`src/rtl/wc_2_3_host.sv`:
```
// rtl/wc_2_3_host.sv - host-side D/Z link driver for the WC_2_3 Winograd F(2,3) chip
// Define WC_HOST_CHECKSUM_EN to append a checksum word to both request and response frames.

module wc_2_3_host #(
  parameter int W       = 10,
  parameter int TIMEOUT = 64
) (
  input  logic           clk,
  input  logic           rst,
  input  logic           in_valid,
  output logic           in_ready,
  input  logic [7*W-1:0] in_data,
  output logic [W-1:0]   D,
  input  logic [W-1:0]   Z,
  output logic           out_valid,
  input  logic           out_ready,
  output logic [W-1:0]   out_y0,
  output logic [W-1:0]   out_y1,
  output logic           out_err
);

  localparam logic [W-1:0] HDR = {W{1'b1}};
`ifdef WC_HOST_CHECKSUM_EN
  localparam int NTX = 8;
  localparam logic [1:0] RX_LAST = 2'd2;
`else
  localparam int NTX = 7;
  localparam logic [1:0] RX_LAST = 2'd1;
`endif
  localparam logic [2:0] IDX_LAST = 3'(NTX - 1);
  localparam logic [9:0] TMO_LAST = 10'(TIMEOUT - 1);

  typedef enum logic [2:0] {IDLE, SEND_HDR, SEND_DATA, WAIT_HDR, RECV, HOLD} state_t;

  state_t       state;
  logic [W-1:0] tile [NTX];
  logic [W-1:0] z_q;
  logic [2:0]   idx;
  logic [1:0]   ridx;
  logic [9:0]   tmo;
  logic         rx_bad;

  // Gated by rst so the tile is never offered acceptance while reset is held.
  assign in_ready = (state == IDLE) && !rst;

`ifdef WC_HOST_CHECKSUM_EN
  logic [W-1:0] in_sum;

  always_comb begin
    in_sum = '0;
    for (int i = 0; i < 7; i++) in_sum = in_sum + in_data[i*W +: W];
  end

  assign rx_bad = (z_q != W'(out_y0 + out_y1));
`else
  assign rx_bad = 1'b0;
`endif

  always_ff @(posedge clk) begin
    if (in_valid && in_ready) begin
      for (int i = 0; i < 7; i++) tile[i] <= in_data[i*W +: W];
`ifdef WC_HOST_CHECKSUM_EN
      tile[7] <= in_sum;
`endif
    end
  end

  always_ff @(posedge clk) begin
    if (rst) begin
      state     <= IDLE;
      D         <= '0;
      z_q       <= '0;
      idx       <= '0;
      ridx      <= '0;
      tmo       <= '0;
      out_valid <= 1'b0;
      out_err   <= 1'b0;
      out_y0    <= '0;
      out_y1    <= '0;
    end else begin
      z_q <= Z;
      D   <= '0;
      case (state)
        IDLE: begin
          if (in_valid) state <= SEND_HDR;
        end
        SEND_HDR: begin
          D     <= HDR;
          idx   <= '0;
          state <= SEND_DATA;
        end
        SEND_DATA: begin
          D <= tile[idx];
          if (idx == IDX_LAST) begin
            tmo   <= '0;
            state <= WAIT_HDR;
          end else begin
            idx <= idx + 3'd1;
          end
        end
        WAIT_HDR: begin
          // A header on the limit cycle takes priority over the timeout.
          if (z_q == HDR) begin
            ridx  <= '0;
            state <= RECV;
          end else if (tmo == TMO_LAST) begin
            out_y0    <= '0;
            out_y1    <= '0;
            out_err   <= 1'b1;
            out_valid <= 1'b1;
            state     <= HOLD;
          end else begin
            tmo <= tmo + 10'd1;
          end
        end
        RECV: begin
          if (ridx == 2'd0) out_y0 <= z_q;
          if (ridx == 2'd1) out_y1 <= z_q;
          ridx <= ridx + 2'd1;
          if (ridx == RX_LAST) begin
            out_err   <= rx_bad;
            out_valid <= 1'b1;
            state     <= HOLD;
          end
        end
        HOLD: begin
          if (out_ready) begin
            out_valid <= 1'b0;
            state     <= IDLE;
          end
        end
        default: state <= IDLE;
      endcase
    end
  end

endmodule

```
`config.mk`:
```
export PLATFORM = sky130hd
export DESIGN_NAME = wc_2_3_host
export DESIGN_NICKNAME = d
export VERILOG_FILES = /design/src/rtl/wc_2_3_host.sv
export SDC_FILE = /design/constraint.sdc
export NUM_CORES = 1
export LEC_CHECK = 0
export ABC_AREA = 1
export ABC_CLOCK_PERIOD_IN_PS = 7240
export CORE_AREA = 2 2 113 115
export DETAILED_ROUTE_END_ITERATION = 10
export DIE_AREA = 0 0 115 117
export HOLD_SLACK_MARGIN = 0.08
export PLACE_DENSITY_LB_ADDON = 0.3
export SYNTH_ARGS = -nofsm -noshare
export SYNTH_HDL_FRONTEND = slang
export SYNTH_SLANG_ARGS = --single-unit
```
`constraint.sdc`:
```
create_clock -name clk -period 7.24 [get_ports clk]
set_clock_uncertainty 0.2 [all_clocks]
set_input_delay 1.448 -clock clk [delete_from_list [all_inputs] [get_ports clk]]
set_output_delay 1.448 -clock clk [all_outputs]
set_load 0.01 [all_outputs]
```
Word level (Yosys, flattened, before mapping)
Memories as Yosys holds them, arrays and structs flattened. A register that Yosys moved wholly into a read port is not among the register bits.
Index checks and enable logic that the tools add are counted.
- eq/ne operators: 20
- $add $sub $neg: 3
- reduce and logical (&&, ||, !) cells: 16
- muxes and demuxes: 33
- operators with widths (operator ; count):
    $pmux 10 s2 ; 4
    $mux 10 ; 7
    $mux 3 ; 9
    $ne 2x2->1 const B ; 10
    $pmux 3 s6 ; 1
    $reduce_and 4->1 ; 3
    $add 10x1->10 const B ; 1
    $eq 10x10->1 const B ; 1
    $eq 10x6->1 const B ; 1
    $reduce_and 5->1 ; 2
    $eq 3x3->1 const B ; 3
    $mux 1 ; 7
    $eq 3x2->1 const B ; 2
    $pmux 3 s2 ; 1
    $reduce_bool 2->1 ; 3
    $pmux 2 s2 ; 1
    $reduce_and 2->1 ; 2
    $add 3x1->3 const B ; 1
    $eq 3x1->1 const B ; 1
    $logic_not 3->1 ; 1
    $ne 3x3->1 const B ; 1
    $pmux 1 s3 ; 1
    $reduce_bool 3->1 ; 1
    $add 2x1->2 const B ; 1
    6 further kinds ; 7
- bits in writable memories: 70
- output and inout port bits: 33
- bits in registers: 60
- word-level logic and storage cells: 83
- bits of input ports: 84
- memories: 1
- memory list (memory ; depth ; width ; rd ports ; clocked after memory_dff ; wr ports ; line ; source):
    tile ; 7 ; 10 ; 1 ; 1 ; 7 ; 36 ; logic [W-1:0] tile [NTX];

Depth between registers and ports, before layout
Gate-level depths: netlist of run 1.
- word-level depth: 5
- gate-level depth with buffers: 12
- depth with buffers taken out: 11

Worst setup path after synthesis of run 1
Ideal clock, no wire load.
- kind: in2reg
- start point: in rst
- end point: mem tile[0][0], enable pin
- setup slack: -0.026 ns
- library setup time: 0.584 ns
- arrival time: 6.482 ns
- required time: 6.456 ns
- buffers on the path: 1
- stages on the path: 2
- path through: clkbuf_1 -> nor3_1
- RTL lines (element ; line ; source):
    from (decl) ; 9 ; input logic rst,
    to (decl) ; 36 ;

Final worst setup path of run 1
- start point: in rst
- end point: out in_ready
- longest elaborated chain between the ends: 2
- RTL lines (element ; line ; source):
    $logic_not 1->1 ; 44 ; assign in_ready = (state == IDLE) && !rst;
    $logic_and 1x1->1 ; 44 ;
    to (decl) ; 11 ; output logic in_ready,
No other way between the ends.

==> reports/summary.md, run 1 <==
The run finished with clean final reports. The core area came out at 12,300 um^2. By area, the combinational part of the netlist is dominated by simple AND/OR/NAND/NOR gates. The multiplexer fraction of the synthesized cell area works out to 0. In this run the most used layer during global routing was met2.

The longest clock path from root to sink contains 2 buffers. The number of synthesized flops with an enable pin is 70. The portion of total power attributed to the clock network was 0.341; the initial antenna violation count was 0. The total chip power is 2.34 mW, and the minimum setup slack in the final design is 2.77 ns. The die covers 13,500 um^2. The post-synthesis xor/xnor area fraction works out to 0.00474. Among all flip-flop cells after synthesis, the most frequent one is edfxtp_1. For the hold-fix buffer count after cts, the log shows 0. The slowest stage of the critical path is the clkdlybuf4s50_1 cell. In this run, synthesis produced a sequential element count of 133.

The last weighted congestion value of the routability-driven placer is 0.856. On the final layout, the worst hold slack is 0.276 ns. The tools report the cell chosen for the clock root as clkbuf_16. The delay of the slowest cell on the worst path is 0.49 ns. The routed layout has 4,315 vias. Final sum of negative setup slack: 0 ns.

Adder-cell share of the synthesized area: 0.0113. The final worst-path cycle share was 0.617; the clock sink count was 133. STA classifies the critical path startpoint as an input pin. The logs give 0 for the final global-route overflow total and 0.196 for the total routing resource utilization after global routing. Placed wire-length estimate: 8710 um. The setup path with the least slack is of type input pin to output pin. The number of gates resized after CTS was 0.

The analysis attributes to net switching a power of 0.699 mW. The share of Yosys cell area claimed by the top area cell type works out to 0.379. The met1 usage in global routing is 0.223, and the number of library cell types mapped by synthesis is 37. The tools report the starting utilization of the core area as 0.450. By count the netlist is led by nand2_1 (164), inv_1 (74), nor2_1 (71). Final count of pins violating max slew: 0. After detailed routing, the average wire length per cell comes to 14.1 um. For the via count of the first global-routing pass, the log shows 4,292.

At the end of the flow, the number of nets in the layout was 812. The I/O pin count was 117; the count of maximum capacitance violations was 0. The met2 track demand over resource in global routing is 0.333. Entering global routing, the biggest net connects 71 pins.

The die is 115 um wide. The Yosys step of the flow raised 0 warnings. Among all cell types in the netlist, the one instantiated most often is nand2_1.

In this run the mean area of a mapped cell was 9.13 um^2. The tools report the highest achievable clock rate as 224 MHz. Compared with the post-synthesis result, the final layout area differs by 32.7%. The switching power share of the total was 0.298. The run gives 5.59 ns as the data required time at the worst endpoint. In the synthesized netlist, the number of instances is 607. The final count of negative-setup-slack endpoints is 0, and the maximum VDD drop is 0.170 mV. The clock tree synthesis step divided the H-tree into 4 levels. In this run the power density over the cells is 319 nW/um^2.

edfxtp_1 takes more of the synthesized area than any other cell. The DRC marker count from the first detailed-route iteration is 190. Tightest slew margin relative to the limit: 0.286. The simple-gate share of the synthesized area is 0.224. In this run, CTS created clock tree buffers numbering 17.

The number of nets with antenna violations after detailed routing was 0; the via count normalized by instance count was 4.88. TritonCTS built the clock tree. Walking the worst path, the cells encountered are clkdlybuf4s50_1, buf_4, nor2_1, clkdlybuf4s50_1.

The proportion of register bits with asynchronous set or reset after synthesis came out at 0. The tools report the number of post-CTS setup repair buffers as 0. The logs give 0 for the antenna diode count and 1.64 mW for the internal power of the cells.

The logs give 6810 um^2 for the instance area after placement and 696 for the number of nets in the synthesized netlist. Clock-pin slew was measured on the worst setup and hold paths at 0.05 ns. The signal arrival time at the worst endpoint is 2.82 ns. The compound-gate portion of the synthesized area came out at 0.0779.

The first global-routing pass estimated 19,900 um of wire. For this block, the routed nets add up to 12,500 um of wire. At the pin with the least slew margin, the transition time is 1.07 ns. The die is 117 um tall.

The number of hold violations in the final report came out at 0. STA classifies the critical path endpoint as an output pin. The ratio of cells with drive above 1 in the final layout is 0.0776. The logs give 7360 um^2 for the finished layout cell area and 41 for the number of core rows.

Setup repair after global routing left no endpoint under its margin. The sequential element share of the synthesized area is 0.607. Clock latency on the worst-skew pair, taken at its later pin, is 0.42 ns. For the part of the power in registers, the log shows 0.419. The run gives 0.0824 as the met3 demand-to-capacity share in global routing.

For the standby leakage power, the log shows 2.88 nW. Before CTS, the worst setup slack after placement is 2.78 ns. The number of port buffers was 116. The cell that appears most often on the critical path is clkdlybuf4s50_1. The cell area that synthesis handed to floorplanning was 5540 um^2. For the combinational share of power, the log shows 0.240.

In this run the worst path has a maximum fanout of 28. The final routed DRC violation total was 0; the first-pass iteration count of the detailed router was 4. After layout, the minimum clock period comes to 4.47 ns. Yosys attributes the largest share of cell area to edfxtp_1 (38%), dfxtp_1 (23%), nand2_1 (11%), inv_1 (5.0%), nor2_1 (4.8%). The type of the worst min-delay path was flop to flop.
-- layout by cell type (no fill, tap or decap), drive strengths merged --
| cell | n |
|---|---|
| o21bai | 1 |
| dfxtp | 63 |
| nand4 | 6 |
| or2 | 2 |
| clkinv | 12 |
| o22ai | 10 |
| clkdlybuf4s50 | 116 |
| o21ai | 23 |
| ha | 5 |
| nor3b | 1 |
| bufinv | 2 |
| nand3 | 22 |
| nor2 | 76 |
| nand2 | 177 |
| buf | 2 |
| clkinvlp | 2 |
| a31oi | 10 |
| edfxtp | 70 |
| a21oi | 21 |
| and3 | 1 |
| inv | 78 |
| xor2 | 2 |
| clkbuf | 18 |
| xnor2 | 1 |
| nor3 | 4 |
| o211ai | 10 |
-- kinds of logic (layout without fill, tap and decap cells) --
| group | after synthesis | in the layout |
|---|---|---|
| simple gates | 289 | 289 |
| buf+inv | 102 | 230 |
| xor+xnor | 3 | 3 |
| fa+ha+maj | 5 | 5 |
| flops | 133 | 133 |
| compound gates | 75 | 75 |
-- metrics by stage --
stage,util,instances
after floorplan,-,607
after global placement,0.553,854
after detailed placement,0.553,854
after CTS,0.597,885
after global routing,0.597,885
final,0.597,885
-- power by group through the flow --
stage | clock (mW) | sequential (mW) | combinational [mW]
2_1_floorplan | 0 | 1.00 | 0.337
3_3_place_gp | 0 | 0.993 | 0.547
3_5_place_dp | 0 | 0.999 | 0.562
4_1_cts | 0.810 | 0.984 | 0.567
5_1_grt | 0.843 | 0.996 | 0.634
6_report | 0.799 | 0.983 | 0.561
-- state kept, by name (all words and copies together) (netlist names), named ones only --
signal,count
tile,70
D,10
idx,3
state,3
out_y1,10
out_y0,10
out_err,1
tmo,10
out_valid,1
ridx,2
z_q,10
-- cell type report --
type | count | area, um^2
Multi-Input combinational cell | 372 | 1780
Clock inverter | 13 | 116
Sequential cell | 133 | 3360
Timing Repair Buffer | 118 | 1180
Inverter | 81 | 308
Clock buffer | 18 | 429
Tap cell | 150 | 188
Fill cell | 1079 | 4960
-- layer usage --
layer | share of wire | wire [um]
met1 | 0.42 | 5280
met2 | 0.49 | 6090
met3 | 0.077 | 964
met5 | 0 | 0
met4 | 0.015 | 187
-- critical path: cells and delay by family --
kind	cells	cell delay, ns
buffers and inverters	3	1.25
AND/OR/NAND/NOR	1	0.10
-- worst paths after layout --
path / from / endpoint / slack [ns] / cells past startpoint
max: rst / in_ready / 2.77 / 4
min: idx[0] / flop / 0.28 / 1
max reg2reg: flop / D[1] / 4.42 / 5
min reg2reg: idx[0] / flop / 0.28 / 1
Note: power is estimated with default switching activity, not from simulation.
==> inputs of run 2 (changes only) <==
--- a/config.mk
+++ b/config.mk
@@ -6,7 +6,7 @@
 export NUM_CORES = 1
 export LEC_CHECK = 0
 export ABC_AREA = 1
-export ABC_CLOCK_PERIOD_IN_PS = 7240
+export ABC_CLOCK_PERIOD_IN_PS = 3900
 export CORE_AREA = 2 2 113 115
 export DETAILED_ROUTE_END_ITERATION = 10
 export DIE_AREA = 0 0 115 117
==> constraint.sdc (replaced) <==
create_clock -name clk -period 3.9 [get_ports clk]
set_clock_uncertainty 0.2 [all_clocks]
set_input_delay 0.78 -clock clk [delete_from_list [all_inputs] [get_ports clk]]
set_output_delay 0.78 -clock clk [all_outputs]
set_load 0.01 [all_outputs]
==> reports/summary.md, run 2 (synthesis gave the netlist of run 1 again) <==
The tools report the net switching power as 1.29 mW (was 0.699 mW). Antenna diode count: 0 (unchanged). The sum of buffers and inverters on the critical path came out at 2 (was 3).

For the finished layout, the period the worst path requires is 2.84 ns. Chip height: 117 um (unchanged). Most used cells in the layout excluding fill and tap cells: nand2_1 (164), clkdlybuf4s50_1 (116), inv_1 (74) (unchanged).

The highest net fanout along the worst path came out at 2 (was 28). The TritonCTS buffer count was 17 (unchanged). The critical path launch point type was an input pin (unchanged). The logs give 117 (unchanged) for the I/O pin count and 814 (was 812) for the count of nets after finishing.

The number of instances resized during post-cts repair is 0 (unchanged), and the standby leakage power is 2.90 nW (was 2.88 nW). The logs give 4 (unchanged) for the first-pass iteration count of the detailed router and 0 (unchanged) for the number of nets with antenna violations after detailed routing. The flow ran to the end, and the final reports show no timing, DRC or antenna violations. For the portion of total power attributed to the clock network, the log shows 0.352 (was 0.341). The delay of the slowest cell on the worst path is 0.54 ns (was 0.49 ns), and the signal arrival time at the worst endpoint is 1.86 ns (was 2.82 ns). The register ranked first by flip-flop count was tile (unchanged). The core area is 12,300 um^2 (unchanged), and the final global-route overflow total is 0 (unchanged).

For the data required time at the worst endpoint, the log shows 2.92 ns (was 5.59 ns). The run gives 8400 um (was 8710 um) as the placed wire-length estimate. The number of hold violations in the final report is 0 (unchanged). The run gives 133 (unchanged) as the clock sink count. The cell chosen for the clock root was clkbuf_16 (unchanged). The number of placed cells counting well taps was 856 (was 854); the largest net degree at the start of global routing was 71 (unchanged). The routed length per instance was 13.7 um (was 14.1 um).

The internal power of the cells came out at 3.13 mW (was 1.64 mW). The run gives 0.407 (was 0.419) as the part of the power in registers. The run gives 2 (unchanged) as the maximum root-to-sink buffer count. The final count of negative-setup-slack endpoints is 0 (unchanged), and the total chip power is 4.42 mW (was 2.34 mW).

The initial antenna violation count is 0 (unchanged), and the clock latency on the worst-skew pair is 0.42 ns (about the same). The run gives 4,309 (was 4,315) as the total vias in the final route. The ratio of cells with drive above 1 in the final layout is 0.0799 (was 0.0776). The core utilization of the finished layout came out at 0.603 (was 0.597).

The smallest hold slack was 0.285 ns (was 0.276 ns). The cell class contributing the biggest share of worst-path delay is buffers and inverters (unchanged). The category of the worst setup path capture point is an output pin (unchanged). Setup repair after global routing left no endpoint under its margin. The final routed DRC violation total is 0 (unchanged). The via count normalized by instance count is 4.85 (was 4.88), and the combinational share of power is 0.241 (was 0.240). The run gives 0.278 mV (was 0.170 mV) as the maximum VDD drop.

Layout overhead on the synthesized area: 33.9% (was 32.7%). Final count of pins violating max slew: 0 (unchanged). Derived from the worst setup path, the maximum achievable clock frequency is 352 MHz.

The run gives 0 (unchanged) as the count of maximum capacitance violations. Cell-by-cell trace of the critical path: clkdlybuf4s50_1, nor2_1, clkdlybuf4s50_1 (was clkdlybuf4s50_1, buf_4, nor2_1, clkdlybuf4s50_1). The starting utilization of the core area came out at 0.450 (unchanged). For the tightest slew margin relative to the limit, the log shows 0.405 (was 0.286). The most prevalent standard cell on the critical path was clkdlybuf4s50_1 (unchanged). For the via count of the first global-routing pass, the log shows 4,090 (was 4,292). The most common cell after layout, fill and taps aside was nand2_1 (unchanged). The x dimension of the die was 115 um (unchanged); the final worst-path cycle share was 0.729. The number of port buffers works out to 116 (unchanged). TritonCTS built the clock tree. The actual transition at the worst max-transition pin came out at 0.891 ns (was 1.07 ns). The total routing resource utilization after global routing was 0.185 (was 0.196). The critical path start-end classification is input pin to output pin (unchanged). The clock-pin transition on the worst setup and hold timing paths is 0.06 ns (was 0.05 ns). Switching power share of the total: 0.292 (was 0.298).

The cell area power density was 596 nW/um^2 (was 319 nW/um^2). The hold-fix buffer count after cts is 0 (unchanged). The cell with the largest stage delay on the worst path was clkdlybuf4s50_1 (unchanged). Type of the worst min-delay path: flop to flop (unchanged).

The global-route wire length before repair came out at 19,000 um (was 19,900 um). The final sum of negative setup slack is 0 ns (unchanged). The logs give 13,500 um^2 (unchanged) for the die outline area and 41 (unchanged) for the number of core rows.

The run gives 12,100 um (was 12,500 um) as the total wire length after detailed routing. The DRC marker count from the first detailed-route iteration was 202 (was 190); the number of post-CTS setup repair buffers was 0 (unchanged). The final instance count without filler cells was 888 (was 885); the last weighted congestion value of the routability-driven placer was 0.862 (was 0.856). The number of H-tree branching levels came out at 4 (unchanged). The number of flip-flops under the largest register name came out at 70 (unchanged).
[run 2: cell count changes in the layout (fill, tap and decap cells not counted)]
cell	change
clkinvlp_4	+1
clkinv_1	-2
clkbuf_8	+1
clkinv_2	-3
clkbuf_1	+3
clkbuf_16	+1
buf_4	+1
buf_12	+1
[run 2: routing by layer]
metal / vias to the layer above / GRT usage / share of wire
li1: 2196 / - / -
met2: 126 / 0.315 / 0.51
met5: - / 0 / 0
met1: 1970 / 0.221 / 0.42
met4: 0 / 0.0731 / 0.015
met3: 17 / 0.0566 / 0.062
[run 2: layout make-up]
type | count | area, um^2
clock buffers | 23 | 479
well taps | 150 | 188
clock inverters | 9 | 101
inverters | 81 | 308
multi-input cells | 372 | 1780
repair buffers | 120 | 1200
fillers | 1036 | 4890
flip-flops and latches | 133 | 3360
[run 2: worst reg2reg max path: stages, from the launching register on]
cell	delay (ns)
dfxtp_1	0.45
ha_1	0.21
nand2_1	0.11
nor2_2	0.19
nand2_1	0.10
nand2_1	0.11
nand2_4	0.08
nor2_2	0.36
inv_2	0.19
nand2_1	0.10
inv_1	0.04
nor2_1	0.09
[run 2: final timing paths]
kind                            cells after the start  slack, ns   start   endpoint
worst max-delay path                                3       1.06     rst   in_ready
worst min-delay path                                1       0.28  idx[0]     idx[0]
worst max register to register                     11       1.61  tmo[0]  out_y0[7]
worst min register to register                      1       0.28  idx[0]     idx[0]
[run 2: per-stage QoR]
stage,worst slack [ns],area [um^2]
after CTS,1.04,7420
after global routing,1.01,7420
final,1.06,7420
after global placement,1.05,6840
after floorplan,0.541,5550
after detailed placement,1.05,6840
[run 2: power by group through the flow]
stage | Sequential (mW) | Combinational, mW | Clock (mW)
after floorplan | 1.85 | 0.629 | 0
after global placement | 1.82 | 1.05 | 0
after detailed placement | 1.83 | 1.07 | 0
after CTS | 1.80 | 1.08 | 1.58
after global routing | 1.82 | 1.19 | 1.65
final | 1.80 | 1.07 | 1.55
==> inputs of run 3 (changes only) <==
--- a/config.mk
+++ b/config.mk
@@ -6,10 +6,10 @@
 export NUM_CORES = 1
 export LEC_CHECK = 0
 export ABC_AREA = 1
-export ABC_CLOCK_PERIOD_IN_PS = 3900
-export CORE_AREA = 2 2 113 115
+export ABC_CLOCK_PERIOD_IN_PS = 2800
+export CORE_AREA = 2 2 108 110
 export DETAILED_ROUTE_END_ITERATION = 10
-export DIE_AREA = 0 0 115 117
+export DIE_AREA = 0 0 110 112
 export HOLD_SLACK_MARGIN = 0.08
 export PLACE_DENSITY_LB_ADDON = 0.3
 export SYNTH_ARGS = -nofsm -noshare
==> constraint.sdc (replaced) <==
create_clock -name clk -period 2.8 [get_ports clk]
set_clock_uncertainty 0.2 [all_clocks]
set_input_delay 0.56 -clock clk [delete_from_list [all_inputs] [get_ports clk]]
set_output_delay 0.56 -clock clk [all_outputs]
set_load 0.01 [all_outputs]
==> reports/summary.md, run 3 (synthesis gave the netlist of run 1 again) <==
The via count normalized by instance count was 4.95 (was 4.85). The part of the power in registers was 0.406 (was 0.407). The register ranked first by flip-flop count was tile (unchanged).

The critical path start-end classification is flop to output pin (was input pin to output pin). Total wire length after detailed routing: 12,400 um (was 12,100 um). The tightest slew margin relative to the limit is 0.395 (was 0.405). The area of combinational cells with multiple inputs was 1780 um^2 (unchanged); the signal arrival time at the worst endpoint was 1.83 ns (was 1.86 ns). The chip height works out to 112 um (was 117 um).

The last weighted congestion value of the routability-driven placer came out at 0.875 (was 0.862). The tools report the end of the worst register-to-register path as out_y0[6] (was out_y0[7]). Beginning of the worst register-to-register path: tmo[0] (unchanged). The logs give 317 (was 202) for the DRC marker count from the first detailed-route iteration and 17 (unchanged) for the TritonCTS buffer count.

Die outline area: 12,300 um^2 (was 13,500 um^2). The tools report the core area as 11,200 um^2 (was 12,300 um^2). Based on the critical path, the design can be clocked at up to 387 MHz. The most common cell after layout, fill and taps aside is nand2_1 (unchanged). The finished layout cell area is 7410 um^2 (was 7420 um^2), and the ratio of cells with drive above 1 in the final layout is 0.0840 (was 0.0799). For the antenna diode count, the log shows 0 (unchanged). The final routed DRC violation total was 0 (unchanged). Setup repair after global routing left no endpoint under its margin. The number of core rows is 39 (was 41), and the total chip power is 6.17 mW (was 4.42 mW). The type of the worst min-delay path was flop to flop (unchanged). The run gives 5240 um (was 5070 um) as the routed metal-1 wirelength. The smallest hold slack is 0.285 ns (about the same), and the register-to-register path setup slack is 0.47 ns (was 1.61 ns).

The clock sink count is 133 (unchanged). The number of H-tree branching levels was 4 (unchanged). Most used cells in the layout excluding fill and tap cells: nand2_1 (164), clkdlybuf4s50_1 (116), inv_1 (74) (unchanged).

The number of placed cells counting well taps is 849 (was 856). The internal power of the cells came out at 4.30 mW (was 3.13 mW). The hold-fix buffer count after cts was 0 (unchanged). The count of maximum capacitance violations was 0 (unchanged). The tools report the starting utilization of the core area as 0.496 (was 0.450).

The clock latency on the worst-skew pair was 0.41 ns (was 0.42 ns); the placed wire-length estimate was 8750 um (was 8400 um). The run finished with clean final reports. The cell class contributing the biggest share of worst-path delay is buffers and inverters (unchanged).

The final global-route overflow total is 0 (unchanged). The switching power share of the total works out to 0.304 (was 0.292). The worst hold path stage count is 2 (was 1), and the number of nets with antenna violations after detailed routing is 0 (unchanged). The run gives 71 (unchanged) as the largest net degree at the start of global routing.

The standby leakage power is 2.90 nW (about the same), and the net switching power is 1.88 mW (was 1.29 mW). Cell-by-cell trace of the critical path: nor2_2, nand2_1, nor2_1, clkdlybuf4s50_1 (was clkdlybuf4s50_1, nor2_1, clkdlybuf4s50_1). The cell chosen for the clock root is clkbuf_16 (unchanged).

TritonCTS built the clock tree. The final count of negative-setup-slack endpoints came out at 0 (unchanged). The actual transition at the worst max-transition pin was 0.906 ns (was 0.891 ns); the final worst-path cycle share was 0.924. The run gives 20,100 um (was 19,000 um) as the global-route wire length before repair. Initial antenna violation count: 0 (unchanged). The uppermost layer routed was met4 (unchanged). The highest net fanout along the worst path is 6 (was 2). The category of the worst setup path capture point is an output pin (unchanged). Final instance count without filler cells: 881 (was 888).

The worst path in the final design needs a cycle of 2.59 ns, including I/O delays and setup. Clock-pin transition on the worst setup and hold timing paths: 0.06 ns (about the same). The number of port buffers was 116 (unchanged). End point of the most critical hold path: out_err (was idx[0]).

The met2 layer wire length in the routed design came out at 6260 um (was 6140 um). The launch instance of the worst min-delay path was out_err (was idx[0]). The total vias in the final route came out at 4,365 (was 4,309). The count of nets after finishing is 814 (unchanged). The tools report the number of instances resized during post-cts repair as 0 (unchanged).

The data required time at the worst endpoint came out at 2.04 ns (was 2.92 ns). The x dimension of the die is 110 um (was 115 um). The portion of total power attributed to the clock network came out at 0.350 (was 0.352). The final sum of negative setup slack was 0 ns (unchanged). The run gives 0.214 (was 0.185) as the total routing resource utilization after global routing.

The tools report the number of post-CTS setup repair buffers as 0 (unchanged). The instance area after placement came out at 6830 um^2 (was 6840 um^2). The tools report the via count of the first global-routing pass as 4,302 (was 4,090).

The layout overhead on the synthesized area works out to 33.7% (was 33.9%). The tools report the critical path launch point type as a flop (was an input pin). The number of hold violations in the final report is 0 (unchanged), and the met3 layer wire length in the routed design is 746 um (was 750 um).

The number of cells traversed by the worst register-to-register path works out to 11 (unchanged). The tools report the first-pass iteration count of the detailed router as 5 (was 4). The number of fillers in the final layout came out at 884 (was 1,036). The combinational share of power was 0.243 (was 0.241). The cell with the largest stage delay on the worst path was clkdlybuf4s50_1 (unchanged).

The I/O pin count was 117 (unchanged); the combined flip-flop and latch cell area was 3360 um^2 (unchanged). The cell area power density is 833 nW/um^2 (was 596 nW/um^2), and the delay of the slowest cell on the worst path is 0.54 ns (about the same). Number of flip-flops under the largest register name: 70 (unchanged).

The run gives 0 (unchanged) as the final count of pins violating max slew. The routed length per instance is 14.1 um (was 13.7 um), and the maximum VDD drop is 0.480 mV (was 0.278 mV). The maximum root-to-sink buffer count was 2 (unchanged); the sum of buffers and inverters on the critical path was 1 (was 2).
-- run 3: power by group through the flow --
stage | clock [mW] | combinational [mW] | sequential (mW)
final | 2.16 | 1.50 | 2.51
after global routing | 2.27 | 1.69 | 2.53
after global placement | 0 | 1.45 | 2.53
after detailed placement | 0 | 1.50 | 2.55
after CTS | 2.18 | 1.52 | 2.51
after floorplan | 0 | 0.880 | 2.58
-- run 3: cell type report --
class / instances / area share
timing repair buffer: 120 / 0.162
tap: 143 / 0.0242
clock buffer: 18 / 0.0579
sequential: 133 / 0.454
multi-input combinational: 372 / 0.240
clock inverter: 14 / 0.0203
inverter: 81 / 0.0415
-- run 3: worst max-delay path by stage --
| stage | startpoint | to | depth (start not counted) |
|---|---|---|---|
| after detailed placement | rst | tile[4][2] | 4 |
| after CTS | state[0] | in_ready | 4 |
| after global routing | state[0] | in_ready | 4 |
| after global placement | rst | in_ready | 3 |
| after floorplan | rst | tile[0][0] | 2 |
| final | state[0] | in_ready | 4 |
-- run 3: per-stage QoR --
step | utilization | setup slack, ns
after floorplan | - | -0.249
after global routing | 0.663 | 0.0772
after global placement | 0.611 | 0.409
after CTS | 0.663 | 0.192
after detailed placement | 0.611 | 0.413
final | 0.663 | 0.213
-- run 3: per-layer routing --
layer / track usage / vias up
met2: 0.360 / 138
met3: 0.0621 / 15
met1: 0.263 / 2005
met5: 0 / -
li1: - / 2207
met4: 0.0692 / 0
-- run 3: worst register-to-register path: cells and delay by family (launching register included) --
family / cells / cell delay [ns]
adder cells (fa/ha/maj): 1 / 0.22
flip-flops: 1 / 0.45
AND/OR/NAND/NOR: 8 / 1.15
buffers and inverters: 2 / 0.23
